--- config.mk ---
export PLATFORM = sky130hd
export DESIGN_NAME = bin_to_bcd_seq_flat
export DESIGN_NICKNAME = d
export VERILOG_FILES = /design/src/rtl/bcd_pkg.sv /design/src/rtl/bin_to_bcd_seq_if.sv /design/src/rtl/bcd_add3.sv /design/src/rtl/bin_to_bcd_seq.sv /design/src/flat_wrapper.sv
export SDC_FILE = /design/constraint.sdc
export NUM_CORES = 1
export LEC_CHECK = 0
export CAP_MARGIN = 40
export CELL_PAD_IN_SITES_DETAIL_PLACEMENT = 0
export CELL_PAD_IN_SITES_GLOBAL_PLACEMENT = 1
export CORE_MARGIN = 2
export CORE_UTILIZATION = 39
export DETAILED_ROUTE_END_ITERATION = 8
export PLACE_DENSITY = 0.79
export REMOVE_ABC_BUFFERS = 1
export SETUP_SLACK_MARGIN = 0.3
export SYNTH_ARGS = -nofsm -noshare
export SYNTH_HDL_FRONTEND = slang
export SYNTH_SLANG_ARGS = --single-unit
--- constraint.sdc ---
create_clock -name clk -period 1.9 [get_ports clk]
set_input_delay 0.475 -clock clk [delete_from_list [all_inputs] [get_ports clk]]
set_output_delay 0.475 -clock clk [all_outputs]
set_load 0.05 [all_outputs]
--- src/rtl/bcd_pkg.sv ---
// rtl/bcd_pkg.sv - shared types, constants and sizing helper for bin_to_bcd_seq
package bcd_pkg;

    typedef enum logic [1:0] {
        IDLE,
        SHIFT,
        DONE
    } state_t;

    localparam logic [3:0] BCD_BLANK = 4'hF;

    // Number of decimal digits needed to represent 2^bin_w - 1.
    function automatic int min_digits(input int bin_w);
        longint unsigned max_v;
        int              d;
        max_v = (64'd1 << bin_w) - 64'd1;
        d     = 1;
        for (int i = 0; i < 20; i++) begin
            if (max_v >= 64'd10) begin
                max_v = max_v / 64'd10;
                d     = d + 1;
            end
        end
        return d;
    endfunction

endpackage

--- src/rtl/bin_to_bcd_seq_if.sv ---
// rtl/bin_to_bcd_seq_if.sv - start/result handshake bundle for bin_to_bcd_seq
interface bin_to_bcd_seq_if #(
    parameter int BIN_W  = 8,
    parameter int DIGITS = 3
);
    logic                  start;
    logic [BIN_W-1:0]      bin;
    logic                  busy;
    logic                  done;
    logic [4*DIGITS-1:0]   bcd;

    modport master (output start, output bin, input busy, input done, input bcd);
    modport slave  (input start, input bin, output busy, output done, output bcd);
endinterface

--- src/rtl/bcd_add3.sv ---
// rtl/bcd_add3.sv - double-dabble nibble adjust: values >= 5 get +3
module bcd_add3 (
    input  logic [3:0] i_nib,
    output logic [3:0] o_nib
);
    assign o_nib = (i_nib >= 4'd5) ? i_nib + 4'd3 : i_nib;
endmodule

--- src/rtl/bin_to_bcd_seq.sv ---
// rtl/bin_to_bcd_seq.sv - sequential double-dabble converter; BIN2BCD_BLANK_EN enables leading-zero blanking
module bin_to_bcd_seq
    import bcd_pkg::*;
#(
    parameter int BIN_W  = 8,
    parameter int DIGITS = 3
) (
    input  logic             clk,
    input  logic             rst_n,
    bin_to_bcd_seq_if.slave  bus
);
    localparam int SCR_W = 4 * DIGITS;
    localparam int CNT_W = $clog2(BIN_W + 1);

    if (BIN_W < 1 || BIN_W > 32) begin : g_bad_bin_w
        $error("bin_to_bcd_seq: BIN_W out of range 1..32");
    end
    if (DIGITS < min_digits(BIN_W)) begin : g_bad_digits
        $error("bin_to_bcd_seq: DIGITS too small for BIN_W");
    end

    // Zero digits above the most significant nonzero digit become blank; units never blank.
    function automatic logic [SCR_W-1:0] blank_digits(input logic [SCR_W-1:0] scr);
        logic [SCR_W-1:0] res;
        res = scr;
`ifdef BIN2BCD_BLANK_EN
        begin
            logic lead;
            lead = 1'b1;
            for (int d = DIGITS - 1; d >= 1; d--) begin
                if (lead && scr[4*d +: 4] == 4'd0) res[4*d +: 4] = BCD_BLANK;
                else                                lead = 1'b0;
            end
        end
`endif
        return res;
    endfunction

    localparam logic [SCR_W-1:0] BCD_RST = blank_digits('0);

    state_t                   r_state;
    state_t                   w_next;
    logic [BIN_W-1:0]         r_shift;
    logic [SCR_W-1:0]         r_scratch;
    logic [CNT_W-1:0]         r_cnt;
    logic                     r_busy;
    logic                     r_done;
    logic [SCR_W-1:0]         r_bcd;
    logic [SCR_W-1:0]         w_adj;
    logic [SCR_W+BIN_W-1:0]   w_cat;
    logic [SCR_W-1:0]         w_bcd_blank;

    for (genvar g = 0; g < DIGITS; g++) begin : g_add3
        bcd_add3 u_add3 (
            .i_nib (r_scratch[4*g +: 4]),
            .o_nib (w_adj[4*g +: 4])
        );
    end

    assign w_cat       = {w_adj, r_shift} << 1;
    assign w_bcd_blank = blank_digits(r_scratch);

    always_comb begin
        w_next = r_state;
        case (r_state)
            IDLE:    if (bus.start) w_next = SHIFT;
            SHIFT:   if (r_cnt == CNT_W'(1)) w_next = DONE;
            DONE:    w_next = IDLE;
            default: w_next = IDLE;
        endcase
    end

    always_ff @(posedge clk) begin
        if (!rst_n) begin
            r_state   <= IDLE;
            r_shift   <= '0;
            r_scratch <= '0;
            r_cnt     <= '0;
            r_busy    <= 1'b0;
            r_done    <= 1'b0;
            r_bcd     <= BCD_RST;
        end else begin
            r_state <= w_next;
            r_busy  <= (w_next != IDLE);
            r_done  <= (r_state == DONE);
            case (r_state)
                IDLE: begin
                    if (bus.start) begin
                        r_shift   <= bus.bin;
                        r_scratch <= '0;
                        r_cnt     <= CNT_W'(BIN_W);
                    end
                end
                SHIFT: begin
                    r_scratch <= w_cat[BIN_W +: SCR_W];
                    r_shift   <= w_cat[BIN_W-1:0];
                    r_cnt     <= r_cnt - CNT_W'(1);
                end
                DONE:    r_bcd <= w_bcd_blank;
                default: ;
            endcase
        end
    end

    assign bus.busy = r_busy;
    assign bus.done = r_done;
    assign bus.bcd  = r_bcd;

endmodule
--- src/flat_wrapper.sv ---
// flat-port wrapper written by rule: the top's interface ports become plain ports
module bin_to_bcd_seq_flat import bcd_pkg::*;
#(
    parameter int BIN_W  = 8,
    parameter int DIGITS = 3
)
  (clk, rst_n, bus_start, bus_bin, bus_busy, bus_done, bus_bcd);
  bin_to_bcd_seq_if #(.BIN_W(BIN_W), .DIGITS(DIGITS)) bus_i ();
  input  logic clk;
  input  logic rst_n;
  input wire logic [$bits(bus_i.start)-1:0] bus_start;
  input wire logic [$bits(bus_i.bin)-1:0] bus_bin;
  output wire logic [$bits(bus_i.busy)-1:0] bus_busy;
  output wire logic [$bits(bus_i.done)-1:0] bus_done;
  output wire logic [$bits(bus_i.bcd)-1:0] bus_bcd;
  assign bus_i.start = bus_start;
  assign bus_i.bin = bus_bin;
  assign bus_busy = bus_i.busy;
  assign bus_done = bus_i.done;
  assign bus_bcd = bus_i.bcd;
  bin_to_bcd_seq #(.BIN_W(BIN_W), .DIGITS(DIGITS)) u_core (.clk(clk), .rst_n(rst_n), .bus(bus_i));
endmodule
==> summary.md <==
| Metric | Value |
|---|---|
| Status | `finished, final reports clean` |
| Layout Skew | `8.459 ps` |
| IO Pins | `25` |
| R2R Setup Slk | `390 ps` |
| Actual slew at the worst max-slew pin | `429.3 ps` |
| WL/cell | `12.63 um` |
| Clock tree from TritonCTS | `yes` |
| Critical path origin | `u_core.r_scratch[5]$_SDFFE_PN0P_` |
| F_max | `664.2 MHz` |
| Critical path class | `register to register` |
| Yosys top cell area share | `0.4624` |
| Pint | `1186 uW` |
| Pre-Repair DR Iteration Count | `4` |
| Sequential area share after synthesis | `0.4624` |
| Final Power | `1593 uW` |
| Sw Pwr | `406.7 uW` |
| Overflow left after global routing | `0` |
| PD cells | `762.9 mW/mm2` |
| EDFF count, synth | `0` |
| First-pass GRT wire length | `6.189 mm` |
| Routed Antenna Nets | `0` |
| Routed wire length | `3.612 mm` |
| Initial drt markers | `70` |
| Synth Flop Type | `dfxtp_1` |
| Worst EP arrival | `1740 ps` |
| Die area | `0.004989 mm2` |
| Core area | `0.004324 mm2` |
| Peak supply drop | `0.4594 mV` |
| Final worst-path cycle share | `0.7925` |
| Number of distinct library cells after synthesis | `33` |
| Mapped cell area | `0.001732 mm2` |
| Nets | `253` |
| HPWL after DPL | `2.525 mm` |
| Largest net degree at the start of global routing | `15` |
| Buffers on Ports | `24` |
| CTS root buffer | `clkbuf_8` |
| Ranking of synthesized cells by area | `dfxtp_1, nand2_1, a21oi_1` |
| Initial Utilization | `0.4005` |
| Synth top cells by count | `dfxtp_1, nand2_1, a21oi_1` |
| Max Cap Viol | `0` |
| Rows | `24` |
| Vias | `1,456` |
| Max incr delay on CP | `380 ps` |
| Worst-path cell chain | `inv_1 > ha_1 > nand2b_1 > a21oi_4 > mux2_2 > o21ai_1` |
| Global-route usage over all layers | `0.1606` |
| Setup TNS | `0 ps` |
| HP Class | `register to register` |
| Synth Register Bits | `40` |
| Number of diodes | `0` |
| Number of global-route vias before repair | `1,279` |
| Post-Syn Instances | `207` |
| Die height | `70.64 um` |
| Reg2reg end | `u_core.r_scratch[6]$_SDFFE_PN0P_` |
| Leading area contributor after synthesis | `dfxtp_1` |
| Initial antenna violation count | `0` |
| Combinational cell fraction of total power | `0.103` |
| Sequential Power Share | `0.556` |
| Async S/R FF share, synth | `0` |
| Share of cells above drive strength 1 | `0.1581` |
| Routability cong. | `0.7671` |
| Max-slew headroom | `0.7131` |
| Crit path launch type | `register` |
| Register-to-Register Path Depth | `6` |
| Clk_lat worst skew | `300 ps` |
| Synthesis-to-finish area growth | `20.59%` |
| R2r startpoint | `u_core.r_scratch[5]$_SDFFE_PN0P_` |
| Final hold violation count | `0` |
| Maximum clock insertion buffer count | `2` |
| Worst setup path endpoint | `u_core.r_scratch[6]$_SDFFE_PN0P_` |
| Fin crit period | `1506 ps` |
| Yosys warning count | `0` |
| Switching Share | `0.2553` |
| CTS sink count | `40` |
| Setup Viol. Count Final | `0` |
| Worst setup EP type | `register` |
| CP required | `2130 ps` |
| DRC violations left | `0` |
| Postcts setup bufs | `0` |
| Avg Inst Size Synth | `8.366 um2` |
| Via-to-Cell Ratio | `5.091` |
| Hold buffers post-CTS | `0` |
| Clock slew at reported path FFs | `80 ps` |
| Slew Limit Fails | `0` |
| CTS H-tree lvls | `2` |
| Die X | `70.64 um` |
| CTS Buf Count | `5` |
| Unrepaired setup endpoints after global routing | `yes` |
| Lkg Pwr | `0.0007723 uW` |
| Worst path slowest cell | `dfxtp_1` |
| Critical path peak fanout | `4` |
| Clock power frac | `0.341` |
## registers in the layout, indices dropped and copies added (netlist names)
register and cells:
u_core.r_cnt 4, u_core.bus.busy 1, u_core.r_scratch 12, u_core.bus.bcd 12
u_core.bus.done 1, u_core.r_shift 8, u_core.r_state 2
## worst max-delay path: cells and delay by family (launching register included)
kind / cells / cell delay, ps
flip-flops: 1 / 380
multiplexers: 1 / 350
AO/OA/AOI/OAI: 2 / 290
adder cells (fa/ha/maj): 1 / 170
AND/OR/NAND/NOR: 1 / 170
buffers and inverters: 1 / 90
## metal layers
metal / vias to the layer above / track usage / share of wire
li1: 751 / - / -
met1: 666 / 0.2126 / 0.49
met2: 33 / 0.2463 / 0.45
met3: 6 / 0.04558 / 0.050
met4: 0 / 0.06918 / 0.018
met5: - / 0 / 0
## cell type report
cell class              count  area, um2
clock buffers               5      68.82
multi-input cells         146      853.3
clock inverters             2      12.51
flip-flops and latches     40      800.8
inverters                  12      45.04
repair buffers             29      242.7
well taps                  52      65.06
fillers                   450       2236
## power by group through the flow
stage	registers [uW]	clock network, uW	logic (uW)
2_1_floorplan	909	0	90.4
3_3_place_gp	905	0	162
3_5_place_dp	905	0	164
4_1_cts	886	562	164
5_1_grt	889	595	186
6_report	886	544	163
## kinds of logic (layout without fill, tap and decap cells)
family,count (synthesis),after routing,share of synthesized area
flip-flops,40,40,0.4624
multiplexers,3,3,0.01951
AND/OR/NAND/NOR,69,69,0.1806
XOR/XNOR,5,5,0.02529
adder cells (fa/ha/maj),8,8,0.05781
buffers and inverters,21,48,0.05636
AO/OA/AOI/OAI,61,61,0.1980
## worst min-delay path by stage
stage                                           startpoint                               end  slack [ps]  depth (start not counted)
final                       u_core.bus.bcd[4]$_SDFFE_PN0P_    u_core.bus.bcd[4]$_SDFFE_PN0P_         460                          2
after floorplan           u_core.r_scratch[9]$_SDFFE_PN0P_  u_core.r_scratch[9]$_SDFFE_PN0P_         440                          2
after global placement      u_core.bus.bcd[6]$_SDFFE_PN0P_    u_core.bus.bcd[6]$_SDFFE_PN0P_         450                          2
after global routing        u_core.bus.bcd[7]$_SDFFE_PN0P_    u_core.bus.bcd[7]$_SDFFE_PN0P_         470                          2
after detailed placement    u_core.bus.bcd[7]$_SDFFE_PN0P_    u_core.bus.bcd[7]$_SDFFE_PN0P_         450                          2
after CTS                   u_core.bus.bcd[7]$_SDFFE_PN0P_    u_core.bus.bcd[7]$_SDFFE_PN0P_         460                          2
## what timing repair did
action                                  4_1_cts  5_1_grt
endpoints found under the hold margin         0        0
endpoints found under the setup margin        1        8
resized for setup                             1        3
pin swaps                                     0        1
## cell usage in the layout (no fill, tap or decap)
| master | n |
|---|---|
| and4_1 | 1 |
| nor2_1 | 5 |
| nand2_1 | 40 |
| o21ai_0 | 12 |
| a21boi_1 | 3 |
| clkinv_2 | 1 |
| ha_1 | 8 |
| nor3b_1 | 1 |
| mux2_2 | 3 |
| o22ai_1 | 7 |
| and3_1 | 1 |
| nand2_2 | 1 |
| a21oi_2 | 1 |
| o21bai_2 | 1 |
| a31oi_1 | 1 |
| dfxtp_1 | 40 |
| inv_1 | 10 |
| nor2b_1 | 3 |
| and2_1 | 3 |
| a22oi_1 | 1 |
| nor3_1 | 4 |
| nand3_1 | 4 |
| o31ai_1 | 2 |
| xor2_1 | 2 |
| nand2b_1 | 4 |
| a21oi_1 | 21 |
| xnor2_1 | 3 |
| o21ai_1 | 9 |
| a311oi_1 | 1 |
| clkinvlp_4 | 1 |
| nor2_4 | 1 |
| inv_2 | 2 |
| nor2_2 | 1 |
| a21boi_0 | 1 |
| a21oi_4 | 1 |
| clkdlybuf4s50_1 | 10 |
| clkbuf_8 | 5 |
| buf_4 | 19 |
## through the flow
stage,setup WS [ps],hold WS [ps],utilization,cells,area [um2]
2_1_floorplan,446.9,438.7,-,198,1679
4_1_cts,366.9,459.1,0.4792,286,2072
5_1_grt,245.8,471.3,0.4829,286,2088
3_5_place_dp,181.8,447.8,0.4595,279,1987
6_report,394.3,455.5,0.4829,286,2088
3_3_place_gp,191.8,445.2,0.4595,279,1987
No activity file was read; power rests on OpenSTA's default activity.
